--- src/rtl/mem_port_arbiter.sv ---
// rtl/mem_port_arbiter.sv - single-port memory arbiter between fetch and ld/st with tagged read returns
// Optional: define ARB_PERF_CNT_EN to add saturating wait-cycle counters perf_f_wait / perf_ls_wait.
module mem_port_arbiter #(
  parameter int ADDR_W     = 16,
  parameter int DATA_W     = 16,
  parameter int RD_LAT     = 1,
  parameter int MAX_STREAK = 4
) (
  input  logic              clk,
  input  logic              reset,
  input  logic              f_req,
  input  logic [ADDR_W-1:0] f_addr,
  input  logic              f_flush,
  output logic              f_gnt,
  output logic [DATA_W-1:0] f_rddata,
  output logic              f_rdvalid,
  input  logic              ls_rd,
  input  logic              ls_wr,
  input  logic [ADDR_W-1:0] ls_addr,
  input  logic [DATA_W-1:0] ls_wrdata,
  output logic              ls_waitreq,
  output logic [DATA_W-1:0] ls_rddata,
  output logic              ls_rdvalid,
  output logic [ADDR_W-1:0] m_addr,
  output logic              m_rd,
  output logic              m_wr,
  output logic [DATA_W-1:0] m_wrdata,
  input  logic [DATA_W-1:0] m_rddata
`ifdef ARB_PERF_CNT_EN
  ,
  output logic [15:0]       perf_f_wait,
  output logic [15:0]       perf_ls_wait
`endif
);

  localparam logic [3:0] STREAK_MAX = 4'(MAX_STREAK);

  logic              ls_req;
  logic              f_pick;
  logic              ls_pick;
  logic [3:0]        streak;
  logic [ADDR_W-1:0] addr_q;
  logic [DATA_W-1:0] wrdata_q;
  logic [RD_LAT-1:0] tag_v;
  logic [RD_LAT-1:0] tag_f;

  // Grants are suppressed while reset is held so the memory sees no strobe.
  always_comb begin
    ls_req     = ls_rd | ls_wr;
    f_pick     = ~reset & f_req & ((streak == STREAK_MAX) | ~ls_req);
    ls_pick    = ~reset & ls_req & ~f_pick;
    f_gnt      = f_pick;
    ls_waitreq = ~reset & ls_req & ~ls_pick;
    m_rd       = f_pick | (ls_pick & ~ls_wr);
    m_wr       = ls_pick & ls_wr;
    m_addr     = addr_q;
    if (f_pick)
      m_addr = f_addr;
    else if (ls_pick)
      m_addr = ls_addr;
    m_wrdata   = m_wr ? ls_wrdata : wrdata_q;
    f_rdvalid  = tag_v[RD_LAT-1] & tag_f[RD_LAT-1] & ~f_flush;
    ls_rdvalid = tag_v[RD_LAT-1] & ~tag_f[RD_LAT-1];
    f_rddata   = f_rdvalid ? m_rddata : '0;
    ls_rddata  = ls_rdvalid ? m_rddata : '0;
  end

  always_ff @(posedge clk or posedge reset) begin
    if (reset) begin
      streak   <= '0;
      addr_q   <= '0;
      wrdata_q <= '0;
    end else begin
      if (f_pick || !f_req)
        streak <= '0;
      else if (ls_pick && streak != STREAK_MAX)
        streak <= streak + 4'd1;
      if (f_pick || ls_pick)
        addr_q <= m_addr;
      if (m_wr)
        wrdata_q <= ls_wrdata;
    end
  end

  // Tag shift register; a flush kills fetch entries at every stage, including the one entering now.
  always_ff @(posedge clk or posedge reset) begin
    if (reset) begin
      tag_v <= '0;
      tag_f <= '0;
    end else begin
      tag_v[0] <= m_rd & ~(f_pick & f_flush);
      tag_f[0] <= f_pick;
      for (int i = 1; i < RD_LAT; i++) begin
        tag_v[i] <= tag_v[i-1] & ~(tag_f[i-1] & f_flush);
        tag_f[i] <= tag_f[i-1];
      end
    end
  end

`ifdef ARB_PERF_CNT_EN
  always_ff @(posedge clk or posedge reset) begin
    if (reset) begin
      perf_f_wait  <= '0;
      perf_ls_wait <= '0;
    end else begin
      if (f_req && !f_gnt && perf_f_wait != 16'hFFFF)
        perf_f_wait <= perf_f_wait + 16'd1;
      if (ls_waitreq && perf_ls_wait != 16'hFFFF)
        perf_ls_wait <= perf_ls_wait + 16'd1;
    end
  end
`endif

endmodule

--- config.mk ---
export PLATFORM = sky130hd
export DESIGN_NAME = mem_port_arbiter
export DESIGN_NICKNAME = d
export VERILOG_FILES = /design/src/rtl/mem_port_arbiter.sv
export SDC_FILE = /design/constraint.sdc
export NUM_CORES = 1
export LEC_CHECK = 0
export CORE_MARGIN = 10
export CORE_UTILIZATION = 35
export DETAILED_ROUTE_END_ITERATION = 10
export HOLD_SLACK_MARGIN = 0.15
export PLACE_DENSITY = 0.77
export SLEW_MARGIN = 30
export SYNTH_ARGS = -nofsm -noshare
export SYNTH_HDL_FRONTEND = slang
export SYNTH_SLANG_ARGS = --single-unit
--- constraint.sdc ---
create_clock -name clk -period 2.95 [get_ports clk]
set_input_delay 0.4425 -clock clk [delete_from_list [all_inputs] [get_ports clk]]
set_output_delay 0.4425 -clock clk [all_outputs]
set_load 0.02 [all_outputs]
==> results of run 1 <==
[synthesized netlist by cell type (2+ instances only)]
library cell and instances:
sky130_fd_sc_hd__a221o_1 32, sky130_fd_sc_hd__and2_1 32, sky130_fd_sc_hd__buf_6 9, sky130_fd_sc_hd__clkbuf_1 2, sky130_fd_sc_hd__dfrtp_1 38, sky130_fd_sc_hd__ha_1 2
sky130_fd_sc_hd__inv_1 4, sky130_fd_sc_hd__mux2_2 7, sky130_fd_sc_hd__mux2_4 9, sky130_fd_sc_hd__nand2_1 3, sky130_fd_sc_hd__nand2b_1 3, sky130_fd_sc_hd__nand3_1 3
sky130_fd_sc_hd__nor2_1 2, sky130_fd_sc_hd__nor3b_1 14, sky130_fd_sc_hd__nor3b_2 2
[layout make-up]
cell class              instances  area (sq um)  area share (%)
well taps                      77          96.3            2.43
multi-input cells             129          1180            29.8
repair buffers                154          1630            41.2
clock buffers                   6          82.6            2.08
inverters                       5          18.8           0.473
flip-flops and latches         38           951            24.0
[flip-flops by register name (all words and copies together) (netlist names)]
signal	count
tag_v	1
addr_q	16
streak	4
tag_f	1
wrdata_q	16
[worst max path at each step]
stage / start / endpoint / cells after the start
3_3_place_gp: f_req / m_wrdata[5] / 6
4_1_cts: f_req / m_addr[15] / 6
6_report: reset / m_addr[15] / 6
3_5_place_dp: f_req / m_addr[15] / 6
5_1_grt: reset / m_rd / 6
2_1_floorplan: reset / m_wrdata[10] / 4
[worst reg2reg max path, stage by stage (launching register included)]
cell and delay, ps:
sky130_fd_sc_hd__dfrtp_1 430, sky130_fd_sc_hd__inv_1 80, sky130_fd_sc_hd__ha_1 230, sky130_fd_sc_hd__nand3b_4 160, sky130_fd_sc_hd__o211ai_4 210, sky130_fd_sc_hd__buf_12 190, sky130_fd_sc_hd__mux2_2 360
[power by group through the flow]
stage,registers [W],clock network [W],logic (W)
floorplan,0.000609,0,0.000274
global placement,0.000613,0,0.000542
detailed placement,0.000617,0,0.000549
CTS,0.000607,0.000362,0.000552
global route,0.000614,0.000387,0.000572
finish,0.000607,0.000348,0.000535
[logic make-up (layout without fill, tap and decap cells)]
logic type,count (synthesis),in the layout
compound gates,44,44
fa+ha+maj,2,2
buf+inv,18,165
flops,38,38
mux,16,16
simple gates,67,67
[metal layers]
layer	up-vias	track usage, %	share of wire, %
met5	-	0	0
met4	0	3.26	1.1
met3	7	5.22	8.6
met2	89	25.4	51
met1	972	15.6	39
li1	1001	-	-
[per-stage QoR]
stage / power, W / util, %
2_1_floorplan: 0.000884 / -
6_report: 0.00149 / 62.8
3_5_place_dp: 0.00117 / 59.8
5_1_grt: 0.00157 / 62.8
3_3_place_gp: 0.00116 / 59.8
4_1_cts: 0.00152 / 61.2
[timing repair]
action                     CTS  global route
hold buffers                 0             0
setup endpoints to repair    0            33
gates resized for setup      0            35
==> results_tabular.tex, run 1 <==
\begin{tabular}{lr}
\hline
Metric & Value \\
\hline
\multicolumn{2}{l}{\textbf{Placed design}} \\
\quad Total placed instance area & 3780 sq um \\
\quad Detailed placer's ending HPWL & 5930 um \\
\quad Count of input and output buffers & 139 \\
\quad Number of placed instances with taps included & 403 \\
\quad Worst slack at placement & -0.470 ps \\
\quad Routability congestion estimate & 0.766 \\
\multicolumn{2}{l}{\textbf{GRT}} \\
\quad All-layer global routing usage & 14.2\% \\
\quad Largest net degree at the start of global routing & 36 \\
\quad Gr ovfl total & 0 \\
\quad Number of antenna violations at the first check in global routing & 0 \\
\quad Global-route wire length before repair & 11600 um \\
\quad Vias in the first global route & 2230 \\
\multicolumn{2}{l}{\textbf{Power and ir drop}} \\
\quad Max rail drop VDD & 0.297 mV \\
\quad Static Leakage & 1.87 nW \\
\quad Sw Share & 28.6\% \\
\quad Switching power & 0.000426 W \\
\quad Share of power burned in the clock network & 23.4\% \\
\quad Combinational power share & 35.9\% \\
\quad Int Pwr & 0.00106 W \\
\quad Power per cell area & 376 nW/um\^{}2 \\
\quad Reg power frac & 40.8\% \\
\multicolumn{2}{l}{\textbf{Final layout}} \\
\quad Commonest non-fill, non-tap cell in the layout & sky130\_fd\_sc\_hd\_\_clkdlybuf4s50\_1 \\
\quad Design Area, Final & 3970 sq um \\
\quad \# nets final & 405 \\
\quad Synthesis-to-layout area growth & 76.1\% \\
\quad Final-layout fill cell count & 517 \\
\quad Ratio of cells with drive above 1 in the final layout & 17.2\% \\
\quad Number of antenna repair diodes & 0 \\
\quad Commonest cells after routing, fill and taps aside & sky130\_fd\_sc\_hd\_\_clkdlybuf4s50\_1 (112), sky130\_fd\_sc\_hd\_\_dfrtp\_1 (38), sky130\_fd\_sc\_hd\_\_a221o\_1 (32), sky130\_fd\_sc\_hd\_\_and2\_1 (32), sky130\_fd\_sc\_hd\_\_dlymetal6s2s\_1 (27) \\
\quad Post-route insts no fill & 409 \\
\multicolumn{2}{l}{\textbf{Yosys}} \\
\quad Seq/Total Area, Yosys & 42.2\% \\
\quad Arithmetic-cell share of the synthesized area counting full adders, half adders and majority gates & 1.11\% \\
\quad Number of warnings printed during yosys synthesis & 0 \\
\quad Top post-synthesis cells by area & sky130\_fd\_sc\_hd\_\_dfrtp\_1 (42\%), sky130\_fd\_sc\_hd\_\_a221o\_1 (14\%), sky130\_fd\_sc\_hd\_\_and2\_1 (8.9\%) \\
\quad Unique cell type count in the Yosys netlist & 38 \\
\quad Synthesized-area fraction occupied by ao, oa, aoi and oai cells & 20.1\% \\
\quad Multiplexer fraction of the synthesized cell area & 9.50\% \\
\quad Predominant post-synthesis flop cell & sky130\_fd\_sc\_hd\_\_dfrtp\_1 \\
\quad Yosys top cell area share & 42.2\% \\
\quad Main combinational cell family by area after synthesis & simple AND/OR/NAND/NOR gates \\
\quad Xor and xnor area share after synthesis & 0\% \\
\quad Post-synthesis share of cell area spent on and, or, nand and nor gates & 20.2\% \\
\quad Top cell type by total area after synthesis & sky130\_fd\_sc\_hd\_\_dfrtp\_1 \\
\quad Number of flip-flops and latches in the synthesized netlist & 38 \\
\quad Mapped Nets & 257 \\
\quad Synthesized cell area & 2250 sq um \\
\quad Async set or reset register ratio after synthesis & 100\% \\
\quad Post-synthesis average cell area & 12.2 sq um \\
\quad Count of flip-flops with a built-in enable after synthesis & 0 \\
\quad Gate Count Post-Synth & 185 \\
\multicolumn{2}{l}{\textbf{Worst setup path}} \\
\quad Most used cell along the critical path & sky130\_fd\_sc\_hd\_\_clkdlybuf4s50\_1 \\
\quad Buf+Inv Stages, Crit Path & 3 \\
\quad Worst endpoint data arrival time & 2420 ps \\
\quad Start of the worst register-to-register path & streak[0] \\
\quad R2r worst-path depth & 6 \\
\quad Max stage delay cell, worst path & sky130\_fd\_sc\_hd\_\_clkdlybuf4s50\_1 \\
\quad Endpoint type of the worst setup path & primary output \\
\quad Path type of the worst setup path & primary input to primary output \\
\quad Worst path cell trace & clkdlybuf4s50\_1, nand2b\_2, a21oi\_4, buf\_12, a221o\_1, clkdlybuf4s50\_1 \\
\quad Slowest cell delay on critical path & 600 ps \\
\quad Critical path's top delay family & buffers and inverters \\
\quad R2R setup slack & 1190 ps \\
\quad Type of origin of the critical path & primary input \\
\quad Required time of the worst setup path & 2510 ps \\
\quad Largest driver fanout on the critical path & 35 \\
\quad Capturing point of the worst reg2reg path & wrdata\_q[3] \\
\multicolumn{2}{l}{\textbf{STA}} \\
\quad Setup clock skew after layout & 3.27 ps \\
\quad Pin slew with the least headroom to its limit & 303 ps \\
\quad Setup slack of the critical path after layout & 85.9 ps \\
\quad Crit share post-route & 97.1\% \\
\quad Worst slew margin relative to its limit & 79.7\% \\
\quad RSZ-0062 raised after global routing & false \\
\quad Post-route minimum period & 2860 ps \\
\quad Total negative slack for setup checks & 0 ps \\
\quad Final setup violating endpoints & 0 \\
\quad Achievable clock frequency & 0.349 GHz \\
\quad Count of final hold-check violations & 0 \\
\quad Count of pins over their slew limit & 0 \\
\quad Worst hold margin & 491 ps \\
\multicolumn{2}{l}{\textbf{Drt}} \\
\quad Post-route antenna net violation count & 0 \\
\quad Via count & 2069 \\
\quad Detailed-router iteration count before antenna repair & 4 \\
\quad Detailed Route WL & 7450 um \\
\quad Routed wire length per instance & 18.2 um \\
\quad Detailed Route Iter0 Violations & 132 \\
\quad Drt drc & 0 \\
\quad Vias per cell & 5.06 \\
\multicolumn{2}{l}{\textbf{Die}} \\
\quad Initial standard-cell utilization of the core & 35.7\% \\
\quad Die Y & 100 um \\
\quad Width of the die & 100 um \\
\quad Count of boundary I/O pins & 140 \\
\quad Standard-cell rows & 29 \\
\quad Die Area & 10000 sq um \\
\quad Core area & 6310 sq um \\
\multicolumn{2}{l}{\textbf{Clock tree}} \\
\quad Maximum clock path buffer count & 2 \\
\quad Number of post-CTS setup repair buffers & 0 \\
\quad Number of levels in the clock H-tree & 2 \\
\quad Clock-pin slew of the registers on the worst-case setup and hold paths & 70 ps \\
\quad Skew-Pair Late Insertion Delay & 280 ps \\
\quad Clock buffers created by TritonCTS & 5 \\
\quad Number of sinks driven by the clock tree & 38 \\
\quad Clock tree from TritonCTS & built \\
\quad Clk root buf & sky130\_fd\_sc\_hd\_\_clkbuf\_8 \\
\multicolumn{2}{l}{\textbf{Status}} \\
\quad Run status & completed \\
\multicolumn{2}{l}{\textbf{Job}} \\
\quad Reported max-cap violation count & 0 \\
\multicolumn{2}{l}{\textbf{Worst hold path}} \\
\quad End of the worst hold path & wrdata\_q[1] \\
\quad Class of the worst hold path & register to register \\
\quad Worst hold path startpoint & wrdata\_q[1] \\
\quad Number of cells on the worst hold path & 1 \\
\hline
\end{tabular}
Power figures use the tool's default switching activity.
==> inputs of run 2 (changes only) <==
--- a/config.mk
+++ b/config.mk
@@ -5,11 +5,12 @@
 export SDC_FILE = /design/constraint.sdc
 export NUM_CORES = 1
 export LEC_CHECK = 0
-export CORE_MARGIN = 10
+export CORE_MARGIN = 1
 export CORE_UTILIZATION = 35
 export DETAILED_ROUTE_END_ITERATION = 10
 export HOLD_SLACK_MARGIN = 0.15
 export PLACE_DENSITY = 0.77
+export SKIP_LAST_GASP = 1
 export SLEW_MARGIN = 30
 export SYNTH_ARGS = -nofsm -noshare
 export SYNTH_HDL_FRONTEND = slang
==> run 2 against run 1 <==
Against the previous run:
- maximum frequency decreased by 1.2%
- global-route usage increased by 4.4 points
- worst setup slack got worse by 34 ps
- worst hold slack got worse by 87 ps
- non-clock buffer count decreased by 1
- utilization increased by 2.7 points
- critical path type is now register to primary output
- critical endpoint is now m_addr[12]
==> results_tabular.tex, run 2 (synthesized netlist as in run 1, its figures left out) <==
\begin{tabular}{lr}
\hline
Metric & Value \\
\hline
\multicolumn{2}{l}{\textbf{Clock tree}} \\
\quad Maximum clock path buffer count & 2 \\
\quad Clock tree from TritonCTS & built \\
\quad Skew-Pair Late Insertion Delay & 280 ps \\
\quad CTS Hold Buffers Added & 0 \\
\quad Clock-pin slew of the registers on the worst-case setup and hold paths & 70 ps \\
\quad Clock buffers created by TritonCTS & 5 \\
\quad Number of sinks driven by the clock tree & 38 \\
\quad Number of levels in the clock H-tree & 2 \\
\quad Clk root buf & sky130\_fd\_sc\_hd\_\_clkbuf\_8 \\
\multicolumn{2}{l}{\textbf{Drt}} \\
\quad Post-route antenna net violation count & 0 \\
\quad Detailed Route Iter0 Violations & 100 \\
\quad Via count & 2136 \\
\quad Routed wire length per instance & 16.0 um \\
\quad Vias per cell & 5.22 \\
\quad Detailed-router iteration count before antenna repair & 4 \\
\quad Drt drc & 0 \\
\quad Detailed Route WL & 6550 um \\
\multicolumn{2}{l}{\textbf{STA}} \\
\quad Worst hold margin & 404 ps \\
\quad Worst slew margin relative to its limit & 74.5\% \\
\quad Post-route minimum period & 2900 ps \\
\quad Total negative slack for setup checks & 0 ps \\
\quad Setup clock skew after layout & 2.82 ps \\
\quad Crit share post-route & 98.2\% \\
\quad Pin slew with the least headroom to its limit & 381 ps \\
\quad Count of final hold-check violations & 0 \\
\quad Achievable clock frequency & 0.345 GHz \\
\quad Final setup violating endpoints & 0 \\
\quad Count of pins over their slew limit & 0 \\
\quad RSZ-0062 raised after global routing & true \\
\multicolumn{2}{l}{\textbf{GRT}} \\
\quad Vias in the first global route & 1958 \\
\quad Gr ovfl total & 0 \\
\quad Global-route wire length before repair & 9400 um \\
\quad All-layer global routing usage & 18.6\% \\
\quad Largest net degree at the start of global routing & 33 \\
\quad Number of antenna violations at the first check in global routing & 0 \\
\multicolumn{2}{l}{\textbf{Final layout}} \\
\quad Ratio of cells with drive above 1 in the final layout & 18.9\% \\
\quad Final-layout fill cell count & 487 \\
\quad Synthesis-to-layout area growth & 76.2\% \\
\quad Post-route insts no fill & 409 \\
\quad \# nets final & 405 \\
\quad Commonest non-fill, non-tap cell in the layout & sky130\_fd\_sc\_hd\_\_clkdlybuf4s50\_1 \\
\quad Commonest cells after routing, fill and taps aside & sky130\_fd\_sc\_hd\_\_clkdlybuf4s50\_1 (120), sky130\_fd\_sc\_hd\_\_dfrtp\_1 (38), sky130\_fd\_sc\_hd\_\_a221o\_1 (32), sky130\_fd\_sc\_hd\_\_and2\_1 (32), sky130\_fd\_sc\_hd\_\_dlymetal6s2s\_1 (19) \\
\quad Number of antenna repair diodes & 0 \\
\quad Largest regs & addr\_q x16, wrdata\_q x16, streak x4 \\
\multicolumn{2}{l}{\textbf{Worst setup path}} \\
\quad Largest driver fanout on the critical path & 13 \\
\quad Path type of the worst setup path & register to primary output \\
\quad Buf+Inv Stages, Crit Path & 3 \\
\quad Type of origin of the critical path & register \\
\quad Required time of the worst setup path & 2510 ps \\
\quad Worst path cell trace & inv\_1, ha\_1, and4b\_1, buf\_4, nor3b\_2, a221o\_1, clkdlybuf4s50\_1 \\
\quad Endpoint type of the worst setup path & primary output \\
\quad Stages on worst setup path & 7 \\
\quad R2r worst-path depth & 6 \\
\quad Slowest cell delay on critical path & 610 ps \\
\quad Worst endpoint data arrival time & 2460 ps \\
\quad Max stage delay cell, worst path & sky130\_fd\_sc\_hd\_\_clkdlybuf4s50\_1 \\
\quad Critical path's top delay family & buffers and inverters \\
\multicolumn{2}{l}{\textbf{Placed design}} \\
\quad Detailed placer's ending HPWL & 4770 um \\
\quad Routability congestion estimate & 0.840 \\
\quad Number of placed instances with taps included & 400 \\
\quad Count of input and output buffers & 139 \\
\multicolumn{2}{l}{\textbf{Power and ir drop}} \\
\quad Static Leakage & 1.79 nW \\
\quad Power per cell area & 380 nW/um\^{}2 \\
\quad Max rail drop VDD & 0.272 mV \\
\multicolumn{2}{l}{\textbf{Die}} \\
\quad Die Area & 6760 sq um \\
\quad Standard-cell rows & 28 \\
\quad Die Y & 82.2 um \\
\quad Width of the die & 82.2 um \\
\quad Initial standard-cell utilization of the core & 37.2\% \\
\quad Core area & 6060 sq um \\
\quad Count of boundary I/O pins & 140 \\
\multicolumn{2}{l}{\textbf{Worst hold path}} \\
\quad Class of the worst hold path & primary input to asynchronous set/reset pin \\
\multicolumn{2}{l}{\textbf{Job}} \\
\quad Reported max-cap violation count & 0 \\
\multicolumn{2}{l}{\textbf{Status}} \\
\quad Run status & completed \\
\hline
\end{tabular}
## run 2: what timing repair did
action	4_1_cts	5_1_grt
setup buffers	0	0
endpoints found under the setup margin	16	32
gates resized for setup	2	32
pin swaps	0	1
gates cloned	0	1
## run 2: routing by layer
| metal | routed length, um | vias to the layer above | GRT usage, % |
|---|---|---|---|
| met4 | 55 | 0 | 5.26 |
| li1 | - | 1001 | - |
| met2 | 3460 | 94 | 34.3 |
| met1 | 2480 | 1035 | 21.0 |
| met5 | 0 | - | 0 |
| met3 | 543 | 6 | 4.73 |
## run 2: worst register-to-register path: stages, from the launching register on
cell                       delay, ps
sky130_fd_sc_hd__dfrtp_1         430
sky130_fd_sc_hd__inv_1            80
sky130_fd_sc_hd__ha_1            220
sky130_fd_sc_hd__nand3b_4        150
sky130_fd_sc_hd__o211ai_4        210
sky130_fd_sc_hd__buf_12          190
sky130_fd_sc_hd__mux2_2          370
## run 2: metrics by stage
step / cell area, sq um / total power, W / util (%) / setup WS, ps
after floorplan: 2250 / 0.000884 / - / 282
after global placement: 3740 / 0.00114 / 61.8 / -95.5
after detailed placement: 3740 / 0.00115 / 61.8 / -126
after CTS: 3840 / 0.00153 / 63.4 / -16.8
after global routing: 3970 / 0.00159 / 65.5 / -68.4
final: 3970 / 0.00151 / 65.5 / 52.2
## run 2: area by class of cell
cell class | instances | area [sq um] | area share [%]
inverters | 5 | 18.8 | 0.473
clock inverters | 1 | 5.00 | 0.126
flip-flops and latches | 38 | 951 | 24.0
multi-input cells | 130 | 1230 | 31.1
repair buffers | 153 | 1580 | 39.8
clock buffers | 7 | 86.3 | 2.18
well taps | 75 | 93.8 | 2.36
## run 2: worst paths after layout
| path | start | to | slack [ps] |
|---|---|---|---|
| worst max-delay path | streak[0] | m_addr[12] | 50 |
| worst min-delay path | reset | wrdata_q[12] | 400 |
| worst max register to register | streak[0] | wrdata_q[3] | 1180 |
| worst min register to register | wrdata_q[0] | wrdata_q[0] | 490 |
| max in group asynchronous | reset | addr_q[6] | 2180 |
| min in group clk | wrdata_q[0] | wrdata_q[0] | 490 |
## run 2: where the power goes
group | leakage [nW] | total [W] | switching, W | internal [W]
registers | 0.466 | 0.000608 | 0.0000263 | 0.000582
clock network | 0.0482 | 0.000362 | 0.000174 | 0.000188
logic | 1.27 | 0.000538 | 0.000232 | 0.000305
total | 1.79 | 0.00151 | 0.000433 | 0.00108
==> inputs of run 3 (changes only) <==
--- a/config.mk
+++ b/config.mk
@@ -5,11 +5,13 @@
 export SDC_FILE = /design/constraint.sdc
 export NUM_CORES = 1
 export LEC_CHECK = 0
+export CELL_PAD_IN_SITES_DETAIL_PLACEMENT = 0
+export CELL_PAD_IN_SITES_GLOBAL_PLACEMENT = 1
 export CORE_MARGIN = 1
-export CORE_UTILIZATION = 35
+export CORE_UTILIZATION = 27
 export DETAILED_ROUTE_END_ITERATION = 10
 export HOLD_SLACK_MARGIN = 0.15
-export PLACE_DENSITY = 0.77
+export PLACE_DENSITY_LB_ADDON = 0.1
 export SKIP_LAST_GASP = 1
 export SLEW_MARGIN = 30
 export SYNTH_ARGS = -nofsm -noshare
==> run 3 against run 2 <==
Against the previous run:
- clock-buffer cell count fell by 2
- global-route usage down 2.9 points
- sequential share of layout area barely moved
- total power rose by 9.5%
- worst setup slack about the same
- first-iteration DRC count is 31% lower
- critical path type is now primary input to primary output
==> results_tabular.tex, run 3 (synthesized netlist as in run 1, its figures left out) <==
\begin{tabular}{lr}
\hline
Metric & Value \\
\hline
\multicolumn{2}{l}{\textbf{Status}} \\
\quad Run status & completed \\
\multicolumn{2}{l}{\textbf{Final layout}} \\
\quad Ratio of cells with drive above 1 in the final layout & 15.8\% \\
\quad Commonest cells after routing, fill and taps aside & sky130\_fd\_sc\_hd\_\_clkdlybuf4s50\_1 (106), sky130\_fd\_sc\_hd\_\_dfrtp\_1 (38), sky130\_fd\_sc\_hd\_\_a221o\_1 (32), sky130\_fd\_sc\_hd\_\_and2\_1 (32), sky130\_fd\_sc\_hd\_\_dlygate4sd2\_1 (17) \\
\quad Final Util & 50.3\% \\
\quad Number of antenna repair diodes & 0 \\
\quad \# nets final & 407 \\
\quad Commonest non-fill, non-tap cell in the layout & sky130\_fd\_sc\_hd\_\_clkdlybuf4s50\_1 \\
\quad Post-route insts no fill & 438 \\
\quad Largest regs & addr\_q x16, wrdata\_q x16, streak x4 \\
\quad Synthesis-to-layout area growth & 76.1\% \\
\multicolumn{2}{l}{\textbf{Clock tree}} \\
\quad Clock tree from TritonCTS & built \\
\quad Number of levels in the clock H-tree & 2 \\
\quad Maximum clock path buffer count & 2 \\
\quad Number of sinks driven by the clock tree & 38 \\
\quad Skew-Pair Late Insertion Delay & 290 ps \\
\quad Clock-pin slew of the registers on the worst-case setup and hold paths & 80 ps \\
\quad Clk root buf & sky130\_fd\_sc\_hd\_\_clkbuf\_8 \\
\quad Clock buffers created by TritonCTS & 5 \\
\multicolumn{2}{l}{\textbf{Placed design}} \\
\quad Detailed placer's ending HPWL & 4780 um \\
\quad Number of placed instances with taps included & 429 \\
\quad Count of input and output buffers & 139 \\
\quad Routability congestion estimate & 0.721 \\
\multicolumn{2}{l}{\textbf{Power and ir drop}} \\
\quad Power per cell area & 417 nW/um\^{}2 \\
\quad Share of power burned in the clock network & 32.6\% \\
\quad Combinational power share & 30.6\% \\
\quad Reg power frac & 36.7\% \\
\quad Power after layout & 0.00165 W \\
\quad Sw Share & 27.3\% \\
\quad Static Leakage & 1.79 nW \\
\quad Switching power & 0.000452 W \\
\quad Int Pwr & 0.00120 W \\
\quad Max rail drop VDD & 0.354 mV \\
\multicolumn{2}{l}{\textbf{Drt}} \\
\quad Routed wire length per instance & 15.5 um \\
\quad Via count & 2110 \\
\quad Detailed Route Iter0 Violations & 69 \\
\quad Drt drc & 0 \\
\quad Detailed-router iteration count before antenna repair & 4 \\
\quad Post-route antenna net violation count & 0 \\
\quad Detailed Route WL & 6790 um \\
\quad Vias per cell & 4.82 \\
\multicolumn{2}{l}{\textbf{Worst hold path}} \\
\quad Worst hold path startpoint & wrdata\_q[13] \\
\quad End of the worst hold path & wrdata\_q[13] \\
\quad Number of cells on the worst hold path & 1 \\
\quad Class of the worst hold path & register to register \\
\multicolumn{2}{l}{\textbf{Die}} \\
\quad Standard-cell rows & 32 \\
\quad Die Y & 93.3 um \\
\quad Core area & 7890 sq um \\
\quad Die Area & 8710 sq um \\
\quad Count of boundary I/O pins & 140 \\
\quad Width of the die & 93.3 um \\
\quad Initial standard-cell utilization of the core & 28.6\% \\
\multicolumn{2}{l}{\textbf{Worst setup path}} \\
\quad Critical path's top delay family & buffers and inverters \\
\quad Worst endpoint data arrival time & 2460 ps \\
\quad Max stage delay cell, worst path & sky130\_fd\_sc\_hd\_\_clkdlybuf4s50\_1 \\
\quad Largest driver fanout on the critical path & 4 \\
\quad Type of origin of the critical path & primary input \\
\quad Worst path cell trace & clkdlybuf4s50\_1, or2\_1, buf\_4, a21oi\_4, o21bai\_1, clkdlybuf4s50\_1 \\
\quad Slowest cell delay on critical path & 650 ps \\
\quad Start of the worst register-to-register path & streak[0] \\
\quad Path type of the worst setup path & primary input to primary output \\
\quad Most used cell along the critical path & sky130\_fd\_sc\_hd\_\_clkdlybuf4s50\_1 \\
\quad Capturing point of the worst reg2reg path & wrdata\_q[1] \\
\quad R2r worst-path depth & 6 \\
\quad Required time of the worst setup path & 2510 ps \\
\quad Endpoint type of the worst setup path & primary output \\
\quad R2R setup slack & 1190 ps \\
\quad Buf+Inv Stages, Crit Path & 3 \\
\multicolumn{2}{l}{\textbf{Job}} \\
\quad Reported max-cap violation count & 0 \\
\multicolumn{2}{l}{\textbf{STA}} \\
\quad Setup clock skew after layout & 2.91 ps \\
\quad Crit share post-route & 98.2\% \\
\quad Pin slew with the least headroom to its limit & 753 ps \\
\quad Total negative slack for setup checks & 0 ps \\
\quad Achievable clock frequency & 0.345 GHz \\
\quad Final setup violating endpoints & 0 \\
\quad RSZ-0062 raised after global routing & false \\
\quad Post-route minimum period & 2900 ps \\
\quad Worst slew margin relative to its limit & 49.8\% \\
\quad Count of pins over their slew limit & 0 \\
\quad Count of final hold-check violations & 0 \\
\multicolumn{2}{l}{\textbf{GRT}} \\
\quad Vias in the first global route & 2098 \\
\quad Number of antenna violations at the first check in global routing & 0 \\
\quad Gr ovfl total & 0 \\
\quad All-layer global routing usage & 15.7\% \\
\quad Largest net degree at the start of global routing & 41 \\
\quad Global-route wire length before repair & 10700 um \\
\hline
\end{tabular}
[run 3: cell types whose count changed in the layout (fill, tap and decap cells not counted), sizes merged]
cell / before / now
o21bai: 3 / 2
bufinv: 0 / 2
dlymetal6s2s: 19 / 16
dlygate4sd2: 0 / 17
clkdlybuf4s50: 120 / 106
buf: 14 / 16
o21ai: 1 / 2
clkbuf: 7 / 5
[run 3: per-layer routing]
layer / routed length [um] / vias to the layer above / part of all wire (%) / global-route usage [%]
met5: 0 / - / 0 / 0
met4: 40 / 0 / 0.59 / 2.56
met3: 506 / 4 / 7.4 / 3.90
met2: 3100 / 98 / 46 / 25.6
met1: 3150 / 997 / 46 / 21.3
li1: - / 1011 / - / -
[run 3: stage by stage]
stage | instance area (sq um) | setup WS [ps] | hold slack, ps
3_3_place_gp | 3790 | -215 | 478
4_1_cts | 3930 | -87.9 | 502
3_5_place_dp | 3790 | -190 | 480
5_1_grt | 3970 | 1.94 | 510
2_1_floorplan | 2250 | 282 | 481
6_report | 3970 | 52.1 | 499
[run 3: worst max path at each step]
stage / start / to / slack, ps / depth (start not counted)
after CTS: ls_rd / m_addr[2] / -90 / 7
after global placement: ls_wr / m_addr[2] / -210 / 6
final: ls_rd / m_rd / 50 / 6
after detailed placement: ls_rd / m_addr[5] / -190 / 5
after floorplan: reset / m_wrdata[10] / 280 / 4
after global routing: ls_rd / m_rd / 2 / 6
[run 3: final cells by class]
| type | count | area [sq um] |
|---|---|---|
| Fill cell | 746 | 3920 |
| Timing Repair Buffer | 155 | 1570 |
| Multi-Input combinational cell | 130 | 1160 |
| Sequential cell | 38 | 951 |
| Tap cell | 102 | 128 |
| Clock buffer | 5 | 68.8 |
| Clock inverter | 3 | 68.8 |
| Inverter | 5 | 18.8 |
[run 3: worst register-to-register path, stage by stage, from the launching register on]
cell and delay, ps:
sky130_fd_sc_hd__dfrtp_1 440, sky130_fd_sc_hd__inv_1 80, sky130_fd_sc_hd__ha_1 220, sky130_fd_sc_hd__nand3b_4 150, sky130_fd_sc_hd__o211ai_4 210, sky130_fd_sc_hd__buf_12 190
sky130_fd_sc_hd__mux2_2 370
[run 3: power by group through the flow]
stage | Sequential [W] | Combinational, W | Clock, W
CTS | 0.000607 | 0.000521 | 0.000558
global route | 0.000615 | 0.000543 | 0.000578
detailed placement | 0.000616 | 0.000533 | 0
floorplan | 0.000609 | 0.000274 | 0
finish | 0.000607 | 0.000506 | 0.000539
global placement | 0.000616 | 0.000534 | 0
[run 3: repair_timing]
item                                   CTS  global route
setup buffers                            0             0
setup endpoints to repair               17            16
endpoints found under the hold margin    0             0
resized for setup                       18            16
gates cloned                             1             0
pin swaps                                1             0
hold buffers                             0             0
